$ cat src/rtl/arm_sequencer.sv
// Pick-and-place sequencer: latches pick/place targets and ramps x/y towards them
// in fixed Q16.16 steps on a motion tick, sequencing gripper close/open along the way.
module arm_sequencer #(
    parameter logic [31:0] TICK_DIV = 32'd50_000,
    parameter logic [31:0] STEP     = 32'h0000_1000,
    parameter logic [31:0] DWELL    = 32'd25_000_000,
    parameter logic [31:0] HOME_X   = 32'h0000_0000,
    parameter logic [31:0] HOME_Y   = 32'h001E_9999
) (
    input  logic        clk,
    input  logic        rst,
    input  logic        start,
    input  logic        abort,
    input  logic [31:0] pick_x,
    input  logic [31:0] pick_y,
    input  logic [31:0] place_x,
    input  logic [31:0] place_y,
    output logic [31:0] x,
    output logic [31:0] y,
    output logic        en,
    output logic        catch,
    output logic        busy,
    output logic        done
);

    typedef enum logic [2:0] {
        ST_IDLE     = 3'd0,
        ST_TO_PICK  = 3'd1,
        ST_GRIP     = 3'd2,
        ST_TO_PLACE = 3'd3,
        ST_RELEASE  = 3'd4,
        ST_TO_HOME  = 3'd5
    } state_t;

    state_t      state_r, state_s;
    logic [31:0] x_r, x_s, y_r, y_s;
    logic [31:0] tick_r, tick_s, dwell_r, dwell_s;
    logic [31:0] pick_x_r, pick_x_s, pick_y_r, pick_y_s;
    logic [31:0] place_x_r, place_x_s, place_y_r, place_y_s;
    logic        en_r, en_s, catch_r, catch_s, busy_r, busy_s, done_r, done_s;
    logic        aborted_r, aborted_s;
    logic [31:0] tgt_x_s, tgt_y_s;
    logic        at_tgt_s, tick_hit_s, dwell_hit_s, abort_go_s;

    // One axis moves at most STEP towards its target; a 33-bit difference cannot overflow.
    function automatic logic [31:0] step_toward(input logic [31:0] cur, input logic [31:0] tgt);
        logic signed [32:0] diff;
        logic [32:0]        mag;
        diff = $signed({tgt[31], tgt}) - $signed({cur[31], cur});
        if (diff[32]) begin
            mag = 33'(-diff);
        end else begin
            mag = 33'(diff);
        end
        if (mag <= {1'b0, STEP}) begin
            return tgt;
        end else if (diff[32]) begin
            return cur - STEP;
        end else begin
            return cur + STEP;
        end
    endfunction

    // Target of the current move leg and the per-cycle decision flags.
    always_comb begin
        tgt_x_s = HOME_X;
        tgt_y_s = HOME_Y;
        case (state_r)
            ST_TO_PICK: begin
                tgt_x_s = pick_x_r;
                tgt_y_s = pick_y_r;
            end
            ST_TO_PLACE: begin
                tgt_x_s = place_x_r;
                tgt_y_s = place_y_r;
            end
            default: begin
                tgt_x_s = HOME_X;
                tgt_y_s = HOME_Y;
            end
        endcase
        at_tgt_s    = (x_r == tgt_x_s) && (y_r == tgt_y_s);
        tick_hit_s  = (tick_r == TICK_DIV - 32'd1);
        dwell_hit_s = (dwell_r == DWELL - 32'd1);
        abort_go_s  = abort && (state_r != ST_IDLE) && (state_r != ST_TO_HOME);
    end

    // Next-state and next-output logic.
    always_comb begin
        state_s   = state_r;
        x_s       = x_r;
        y_s       = y_r;
        tick_s    = tick_r;
        dwell_s   = dwell_r;
        pick_x_s  = pick_x_r;
        pick_y_s  = pick_y_r;
        place_x_s = place_x_r;
        place_y_s = place_y_r;
        en_s      = en_r;
        catch_s   = catch_r;
        done_s    = 1'b0;
        aborted_s = aborted_r;

        if (abort_go_s) begin
            // Abort holds position this edge; the home leg starts a fresh tick.
            state_s   = ST_TO_HOME;
            catch_s   = 1'b0;
            aborted_s = 1'b1;
            tick_s    = 32'd0;
        end else begin
            case (state_r)
                ST_IDLE: begin
                    x_s       = HOME_X;
                    y_s       = HOME_Y;
                    en_s      = 1'b0;
                    catch_s   = 1'b0;
                    aborted_s = 1'b0;
                    tick_s    = 32'd0;
                    dwell_s   = 32'd0;
                    if (start && !abort) begin
                        pick_x_s  = pick_x;
                        pick_y_s  = pick_y;
                        place_x_s = place_x;
                        place_y_s = place_y;
                        en_s      = 1'b1;
                        state_s   = ST_TO_PICK;
                    end else begin
                        state_s = ST_IDLE;
                    end
                end
                ST_TO_PICK, ST_TO_PLACE, ST_TO_HOME: begin
                    if (at_tgt_s) begin
                        tick_s  = 32'd0;
                        dwell_s = 32'd0;
                        case (state_r)
                            ST_TO_PICK: begin
                                state_s = ST_GRIP;
                                catch_s = 1'b1;
                            end
                            ST_TO_PLACE: begin
                                state_s = ST_RELEASE;
                                catch_s = 1'b0;
                            end
                            default: begin
                                state_s   = ST_IDLE;
                                en_s      = 1'b0;
                                done_s    = !aborted_r;
                                aborted_s = 1'b0;
                            end
                        endcase
                    end else if (tick_hit_s) begin
                        tick_s = 32'd0;
                        x_s    = step_toward(x_r, tgt_x_s);
                        y_s    = step_toward(y_r, tgt_y_s);
                    end else begin
                        tick_s = tick_r + 32'd1;
                    end
                end
                ST_GRIP, ST_RELEASE: begin
                    if (dwell_hit_s) begin
                        dwell_s = 32'd0;
                        tick_s  = 32'd0;
                        if (state_r == ST_GRIP) begin
                            state_s = ST_TO_PLACE;
                        end else begin
                            state_s = ST_TO_HOME;
                        end
                    end else begin
                        dwell_s = dwell_r + 32'd1;
                    end
                end
                default: begin
                    state_s = ST_IDLE;
                    en_s    = 1'b0;
                    catch_s = 1'b0;
                end
            endcase
        end
        busy_s = (state_s != ST_IDLE);
    end

    // State and output registers with synchronous reset.
    always_ff @(posedge clk) begin
        if (rst) begin
            state_r   <= ST_IDLE;
            x_r       <= HOME_X;
            y_r       <= HOME_Y;
            tick_r    <= 32'd0;
            dwell_r   <= 32'd0;
            pick_x_r  <= 32'd0;
            pick_y_r  <= 32'd0;
            place_x_r <= 32'd0;
            place_y_r <= 32'd0;
            en_r      <= 1'b0;
            catch_r   <= 1'b0;
            busy_r    <= 1'b0;
            done_r    <= 1'b0;
            aborted_r <= 1'b0;
        end else begin
            state_r   <= state_s;
            x_r       <= x_s;
            y_r       <= y_s;
            tick_r    <= tick_s;
            dwell_r   <= dwell_s;
            pick_x_r  <= pick_x_s;
            pick_y_r  <= pick_y_s;
            place_x_r <= place_x_s;
            place_y_r <= place_y_s;
            en_r      <= en_s;
            catch_r   <= catch_s;
            busy_r    <= busy_s;
            done_r    <= done_s;
            aborted_r <= aborted_s;
        end
    end

    assign x     = x_r;
    assign y     = y_r;
    assign en    = en_r;
    assign catch = catch_r;
    assign busy  = busy_r;
    assign done  = done_r;

endmodule

$ cat config.mk
export PLATFORM = sky130hd
export DESIGN_NAME = arm_sequencer
export DESIGN_NICKNAME = d
export VERILOG_FILES = /design/src/rtl/arm_sequencer.sv
export SDC_FILE = /design/constraint.sdc
export NUM_CORES = 1
export LEC_CHECK = 0
export CAP_MARGIN = 20
export CORE_UTILIZATION = 60
export CTS_BUF_LIST = sky130_fd_sc_hd__clkbuf_8
export DETAILED_ROUTE_END_ITERATION = 8
export PLACE_DENSITY = 0.92
export SYNTH_ARGS = -nofsm -noshare
export SYNTH_HDL_FRONTEND = slang
export SYNTH_SLANG_ARGS = --single-unit
$ cat constraint.sdc
create_clock -name clk -period 8.4 [get_ports clk]
set_input_delay 1.68 -clock clk [delete_from_list [all_inputs] [get_ports clk]]
set_output_delay 1.68 -clock clk [all_outputs]
set_load 0.02 [all_outputs]
==> flow_summary_export.csv, run 1 <==
group,metric,value,unit
floorplanning,num_io_pins,200,
min_path,holdPathStages,1,
detailed_routing,vias_per_cell,6.63,
floorplanning,die_h,180,um
logic_synthesis,synth.net_count,2751,
critical_path,r2r-end,"x[31]$_SDFFE_PP0P_",
clocking,worstSkewPairLatency,0.60,ns
floorplanning,core_area,0.0309,mm2
logic_synthesis,yosysSeqAreaShare,27.7,%
final_layout,drive_above_1_share,5.64,%
critical_path,cp_common_cell,"a21oi_1",
detailed_routing,drc,0,
clocking,clockRootBuffer,"clkbuf_8",
place,place_ws,0.833,ns
grt,grt_first_pass_wirelength,96800,um
sta,clock_skew,0.0201,ns
critical_path,worstPathArrival,8.20,ns
clocking,post_cts_resized,0,
detailed_routing,ant_nets,0,
detailed_routing,initialDrtViolationCount,2694,
critical_path,reg2reg_from,"state_r[0]$_SDFF_PP0_",
final_layout,final_cell_mix,"409 x nand2_1, 264 x dfxtp_1, 260 x a21oi_1",
final_layout,stdcell_count,3071,
critical_path,rr_worst_depth,27,
grt,first_global_vias,18400,
outcome,status,"finished, final reports clean",
detailed_routing,num_vias,20400,
detailed_routing,drt_pass1_iterations,7,
floorplanning,fp-row-count,64,
clocking,cts_setup_buffers,0,
critical_path,critPathKind,"reg -> reg",
grt,grt_max_degree,88,
floorplanning,die-area,0.0325,mm2
critical_path,path_max_fanout,18,
power_and_ir_drop,p_total,10000,uW
min_path,min_from,"aborted_r$_SDFFE_PP0P_",
critical_path,startpoint,"state_r[0]$_SDFF_PP0_",
sta,setup_slack,0.680,ns
logic_synthesis,syn_inst,2510,
detailed_routing,drt-total-wl,62200,um
sta,period_minus_slack,7.72,ns
min_path,hp-class,"reg -> reg",
logic_synthesis,ys_ff_latch,264,
sta,rsz0062_at_grt,"false",
power_and_ir_drop,powerDensity,449,mW/mm2
logic_synthesis,synth_edf_count,0,
place,place.gp.congestion,1.02,
critical_path,cpMaxStageDelayCell,"nor4_1",
clocking,cts_tree,"built",
grt,grt.total_usage,36.5,%
critical_path,cp-start-kind,"flop",
logic_synthesis,async_flop_share,0,%
detailed_routing,wl_per_cell,20.3,um
logic_synthesis,synth_area_per_cell,7.59,um2
place,hpwlAfterDp,46700,um
sta,final_max_slew_viol_count,0,
min_path,min_to,"done$_SDFF_PP0_",
final_layout,final_common_cell,"nand2_1",
place,portBuffers,199,
logic_synthesis,syn_area,0.0191,mm2
logic_synthesis,ys.flop_type,"dfxtp_1",
grt,grt_antenna_before_repair,0,
clocking,cts-htree-levels,2,
logic_synthesis,yosys.cell_types.count,103,
power_and_ir_drop,vdd_ir_drop_max,0.000292,V
clocking,cts.clk_slew.worst_paths,0.07,ns
final_layout,synthToLayoutAreaGrowth,16.7,%
power_and_ir_drop,p_leak,0.00863,uW
floorplanning,fp.dieW,180,um
grt,grt_overflow,0,
floorplanning,start_util,61.7,%
critical_path,reg2reg_slack,0.68,ns
clocking,cts.path.max_buffers,3,
sta,fin_setup_tns,0,ns
clocking,hold_buffers,0,
sta,setup_viol,0,
sta,slew_headroom,21.4,%
job,max-cap-violations,0,
sta,finalCritPeriodShare,91.9,%
sta,fmax,130,MHz
clocking,numCtsBuffers,44,
critical_path,end_kind,"flop",
clocking,clock_sinks,264,
sta,final_hold_viol_count,0,
place,placedCellCount,2988,
sta,worstMarginPinSlew,1.17,ns
final_layout,nets,2881,
critical_path,max_stage_delay,0.60,ns
critical_path,cp.required,8.88,ns
logic_synthesis,yosys_warnings,0,
final_layout,n_antenna_cell,0,
-- per-stage QoR --
step                area [um2]  utilization, %  hold slack, ns
floorplan                19100               -           0.401
global placement         21200            68.5           0.427
detailed placement       21200            68.5           0.425
CTS                      22200            71.9           0.442
global route             22200            72.0           0.454
finish                   22200            72.0           0.441
-- final cells by class --
cell class	count	area, um2
Timing Repair Buffer	222	2170
Clock inverter	21	214
Fill cell	2347	8660
Tap cell	396	495
Inverter	103	387
Clock buffer	60	826
Sequential cell	264	5290
Multi-Input combinational cell	2005	12900
-- layer usage --
metal	GRT usage, %	vias to the layer above	part of all wire (%)
met5	0	-	0
met4	10.8	0	2.9
met3	5.84	157	11
met2	55.6	1314	43
met1	52.7	9500	43
li1	-	9386	-
-- worst max-delay path by stage --
stage                          to  slack [ns]  cells past startpoint
5_1_grt        x[30]$_SDFFE_PP0P_        0.11                     28
4_1_cts        y[30]$_SDFFE_PP0P_        0.80                     26
2_1_floorplan  x[31]$_SDFFE_PP0P_        1.57                     29
3_3_place_gp   y[30]$_SDFFE_PP0P_        1.01                     26
6_report       x[31]$_SDFFE_PP0P_        0.68                     27
3_5_place_dp   y[30]$_SDFFE_PP0P_        0.83                     26
-- sequential cells by signal (all words and copies together), names as in the netlist, 3 cells and up --
| signal | cells |
|---|---|
| dwell_r | 32 |
| tick_r | 32 |
| pick_y_r | 32 |
| y | 32 |
| x | 32 |
| place_x_r | 32 |
| pick_x_r | 32 |
| place_y_r | 32 |
| state_r | 3 |
-- critical path, delay by kind of cell (launching register included) --
kind | cells | cell delay (ns)
XOR/XNOR | 1 | 0.13
flip-flops | 1 | 0.55
multiplexers | 1 | 0.14
AND/OR/NAND/NOR | 3 | 1.35
AO/OA/AOI/OAI | 16 | 3.34
buffers and inverters | 4 | 1.43
adder cells (fa/ha/maj) | 2 | 0.63
-- cell families after synthesis --
kind of cell | count (synthesis) | share of synthesized area (%)
AOI/OAI and AO/OA | 720 | 25.3
xor gates and xnor gates | 138 | 6.38
adders and majority gates | 110 | 7.37
buffers and inverters | 241 | 4.95
DFF | 264 | 27.7
muxes | 63 | 3.33
and+or+nand+nor | 974 | 24.9
-- synth_stat cells, drive strengths merged, types with 21 or more instances --
master | count | area share (%)
a22o | 50 | 2.3
nor3 | 53 | 1.4
nand3 | 67 | 1.8
a21o | 39 | 1.5
a21oi | 261 | 6.9
o21ai | 84 | 2.2
nor2 | 165 | 3.2
a211oi | 27 | 1.1
nand4 | 30 | 1.1
nor4 | 23 | 0.87
nor2b | 21 | 0.69
o21bai | 23 | 0.91
clkbuf | 128 | 2.5
o211ai | 29 | 1.1
xor2 | 57 | 2.7
o22ai | 35 | 1.1
and3 | 36 | 1.2
or3 | 41 | 1.3
xnor2 | 81 | 3.7
ha | 105 | 6.9
mux2i | 59 | 3.1
dfxtp | 264 | 28
nand2 | 409 | 8.1
nand2b | 23 | 0.75
inv | 102 | 2.0
-- report_power, final --
group	switching (uW)	total, uW	internal (uW)
combinational	4280	7180	2890
sequential	124	1490	1370
clock	564	1330	766
total	4970	10000	5030
(Power assumes the default switching activity.)
==> run 2, diff against run 1 <==
--- a/config.mk
+++ b/config.mk
@@ -5,10 +5,12 @@
 export SDC_FILE = /design/constraint.sdc
 export NUM_CORES = 1
 export LEC_CHECK = 0
+export ABC_AREA = 0
 export CAP_MARGIN = 20
 export CORE_UTILIZATION = 60
 export CTS_BUF_LIST = sky130_fd_sc_hd__clkbuf_8
 export DETAILED_ROUTE_END_ITERATION = 8
+export HOLD_SLACK_MARGIN = 0.15
 export PLACE_DENSITY = 0.92
 export SYNTH_ARGS = -nofsm -noshare
 export SYNTH_HDL_FRONTEND = slang
==> constraint.sdc (replaced) <==
create_clock -name clk -period 8.4 [get_ports clk]
set_input_delay 1.68 -clock clk [delete_from_list [all_inputs] [get_ports clk]]
set_output_delay 1.68 -clock clk [all_outputs]
set_load 0.1 [all_outputs]
==> results of run 2 <==
The final DEF is identical to that of run 1. Status: finished, final reports clean.
Among the figures that moved: total power 10000 uW -> 10400 uW
==> run 3, diff against run 2 <==
--- a/config.mk
+++ b/config.mk
@@ -5,13 +5,13 @@
 export SDC_FILE = /design/constraint.sdc
 export NUM_CORES = 1
 export LEC_CHECK = 0
-export ABC_AREA = 0
+export ABC_AREA = 1
 export CAP_MARGIN = 20
 export CORE_UTILIZATION = 60
 export CTS_BUF_LIST = sky130_fd_sc_hd__clkbuf_8
 export DETAILED_ROUTE_END_ITERATION = 8
 export HOLD_SLACK_MARGIN = 0.15
-export PLACE_DENSITY = 0.92
+export PLACE_DENSITY = 0.91
 export SYNTH_ARGS = -nofsm -noshare
 export SYNTH_HDL_FRONTEND = slang
 export SYNTH_SLANG_ARGS = --single-unit
==> run 3 against run 2 <==
Compared with the run above:
- die area rose by 9.5%
- setup slack better by 1.1 ns
- sequential cell count is the same
- sequential share of layout area is 1.8 points lower
- non-clock buffer count down 10
- cell area rose by 8.3%
==> flow_summary_export.csv, run 3 <==
group,metric,value,unit
outcome,status,"finished, final reports clean",
job,max-cap-violations,0,
final_layout,finalCoreUtilization,71.1,%
detailed_routing,num_vias,23500,
final_layout,final_common_cell,"nand2_1",
logic_synthesis,ys_ff_latch,264,
final_layout,fillers,2953,
logic_synthesis,async_flop_share,0,%
clocking,worstSkewPairLatency,0.66,ns
logic_synthesis,synth_area_per_cell,5.97,um2
sta,timing.hold.ws,0.438,ns
sta,slew_headroom,29.4,%
final_layout,final_cell_mix,"971 x nand2_1, 480 x nor2_1, 459 x inv_1",
logic_synthesis,synth.top_cell.area_share,25.3,%
floorplanning,die-area,0.0356,mm2
floorplanning,start_util,61.7,%
critical_path,worstPathArrival,7.19,ns
final_layout,nets,3902,
sta,clock_skew,0.0496,ns
place,hpwlAfterDp,51400,um
grt,grt.total_usage,37.7,%
logic_synthesis,syn_area,0.0209,mm2
sta,final_max_slew_viol_count,0,
place,place.gp.congestion,1.05,
logic_synthesis,yosys_warnings,0,
detailed_routing,initialDrtViolationCount,2222,
logic_synthesis,yosys.cell_types.count,52,
logic_synthesis,synth_xor_area_share,2.55,%
final_layout,synthToLayoutAreaGrowth,15.2,%
floorplanning,die_h,189,um
logic_synthesis,yosys.area_share.simple,41.5,%
sta,fin_setup_tns,0,ns
critical_path,path_max_fanout,62,
sta,setup_slack,1.78,ns
sta,rsz0062_at_grt,"false",
sta,worstMarginPinSlew,1.06,ns
clocking,clockRootBuffer,"clkbuf_8",
grt,first_global_vias,21500,
sta,period_minus_slack,6.62,ns
clocking,cts_setup_buffers,0,
critical_path,cpMaxStageDelayCell,"buf_4",
critical_path,max_stage_delay,0.57,ns
critical_path,critPathKind,"reg -> reg",
critical_path,cp.required,8.96,ns
final_layout,n_antenna_cell,0,
clocking,clock_sinks,264,
logic_synthesis,synth.net_count,3742,
detailed_routing,ant_nets,0,
grt,grt_antenna_before_repair,0,
clocking,numCtsBuffers,45,
logic_synthesis,synth_edf_count,0,
clocking,post_cts_resized,0,
sta,finalCritPeriodShare,78.9,%
sta,setup_viol,0,
critical_path,cp_common_cell,"nand2_1",
detailed_routing,drc,0,
logic_synthesis,yosysSeqAreaShare,25.3,%
floorplanning,fp-row-count,67,
detailed_routing,drt-total-wl,68100,um
grt,grt_overflow,0,
logic_synthesis,yosysMostFrequentCell,"nand2_1",
grt,grt_max_degree,116,
detailed_routing,vias_per_cell,5.68,
min_path,hp-class,"reg -> reg",
logic_synthesis,synth_compound_area_share,12.7,%
final_layout,drive_above_1_share,5.72,%
logic_synthesis,ys.flop_type,"dfxtp_1",
sta,final_hold_viol_count,0,
logic_synthesis,synth_fa_ha_area_share,6.67,%
detailed_routing,wl_per_cell,16.4,um
floorplanning,num_io_pins,200,
place,place_ws,1.94,ns
critical_path,cp-start-kind,"flop",
place,portBuffers,199,
grt,grt_first_pass_wirelength,109000,um
clocking,hold_buffers,0,
clocking,cts-htree-levels,2,
floorplanning,core_area,0.0339,mm2
floorplanning,fp.dieW,189,um
critical_path,end_kind,"flop",
detailed_routing,drt_pass1_iterations,8,
logic_synthesis,synth.area.mux_share,0,%
logic_synthesis,synth_top_family_by_area,"simple AND/OR/NAND/NOR gates",
clocking,cts.path.max_buffers,3,
clocking,cts.clk_slew.worst_paths,0.06,ns
clocking,cts_tree,"built",
sta,fmax,151,MHz
logic_synthesis,synth_common_cells,"971 x nand2_1, 481 x nor2_1, 454 x inv_1, 307 x nand3_1, 264 x dfxtp_1",
logic_synthesis,syn_inst,3501,
logic_synthesis,yosys-top-cells-area,"dfxtp_1 25%, nand2_1 17%, nor2_1 8.6%",
logic_synthesis,yosys.area.top_type,"dfxtp_1",
-- run 3: cell count changes after synthesis, moves of 35 or more --
cell	change
o21ai_0	+117
mux2i_1	-59
nand2_1	+562
inv_1	+352
nand3_1	+242
xnor2_1	-65
o22ai_1	-35
a21o_1	-35
or3_1	-41
nor2_1	+316
clkbuf_1	-68
a21oi_1	-93
inv_2	+35
-- run 3: metal layers --
layer | GRT usage, % | wire length [um] | vias up
met4 | 16.5 | 2960 | 0
met2 | 60.2 | 29600 | 1242
li1 | - | - | 11600
met5 | 0 | 0 | -
met1 | 49.6 | 28600 | 10500
met3 | 6.80 | 6890 | 202
-- run 3: stage by stage --
step	cells	instance area [um2]
after global placement	4060	23100
after global routing	4140	24100
final	4140	24100
after detailed placement	4060	23100
after CTS	4138	24000
after floorplan	3501	20900
-- run 3: cell type report --
type | count | area (um2) | share of cell area (%)
clock inverter | 29 | 300 | 1.25
tap | 448 | 561 | 2.33
timing repair buffer | 212 | 2110 | 8.76
sequential | 264 | 5290 | 21.9
clock buffer | 49 | 674 | 2.80
inverter | 497 | 1870 | 7.77
multi-input combinational | 2641 | 13300 | 55.2
-- run 3: worst paths after layout --
path | from | to | slack, ns | cells past startpoint
min | aborted_r$_SDFFE_PP0P_ | done$_SDFF_PP0_ | 0.44 | 1
min reg2reg | aborted_r$_SDFFE_PP0P_ | done$_SDFF_PP0_ | 0.44 | 1
max | state_r[1]$_SDFF_PP0_ | y[31]$_SDFFE_PP0P_ | 1.78 | 34
max reg2reg | state_r[1]$_SDFF_PP0_ | y[31]$_SDFFE_PP0P_ | 1.78 | 34
-- run 3: worst max-delay path: cells and delay by family (launching register included) --
| kind | cells | cell delay [ns] |
|---|---|---|
| XOR/XNOR | 1 | 0.13 |
| AO/OA/AOI/OAI | 7 | 1.32 |
| adder cells (fa/ha/maj) | 2 | 0.87 |
| buffers and inverters | 5 | 0.95 |
| flip-flops | 1 | 0.37 |
| AND/OR/NAND/NOR | 19 | 2.88 |
-- run 3: kinds of logic after synthesis --
family	Yosys count
xor gates and xnor gates	60
and+or+nand+nor	2001
adders and majority gates	109
DFF	264
AOI/OAI and AO/OA	471
buffers and inverters	596
Power of run 3 is left out: the tool's default activity adds up to more than one toggle a clock period on the data nets, which glitch-free logic cannot reach.
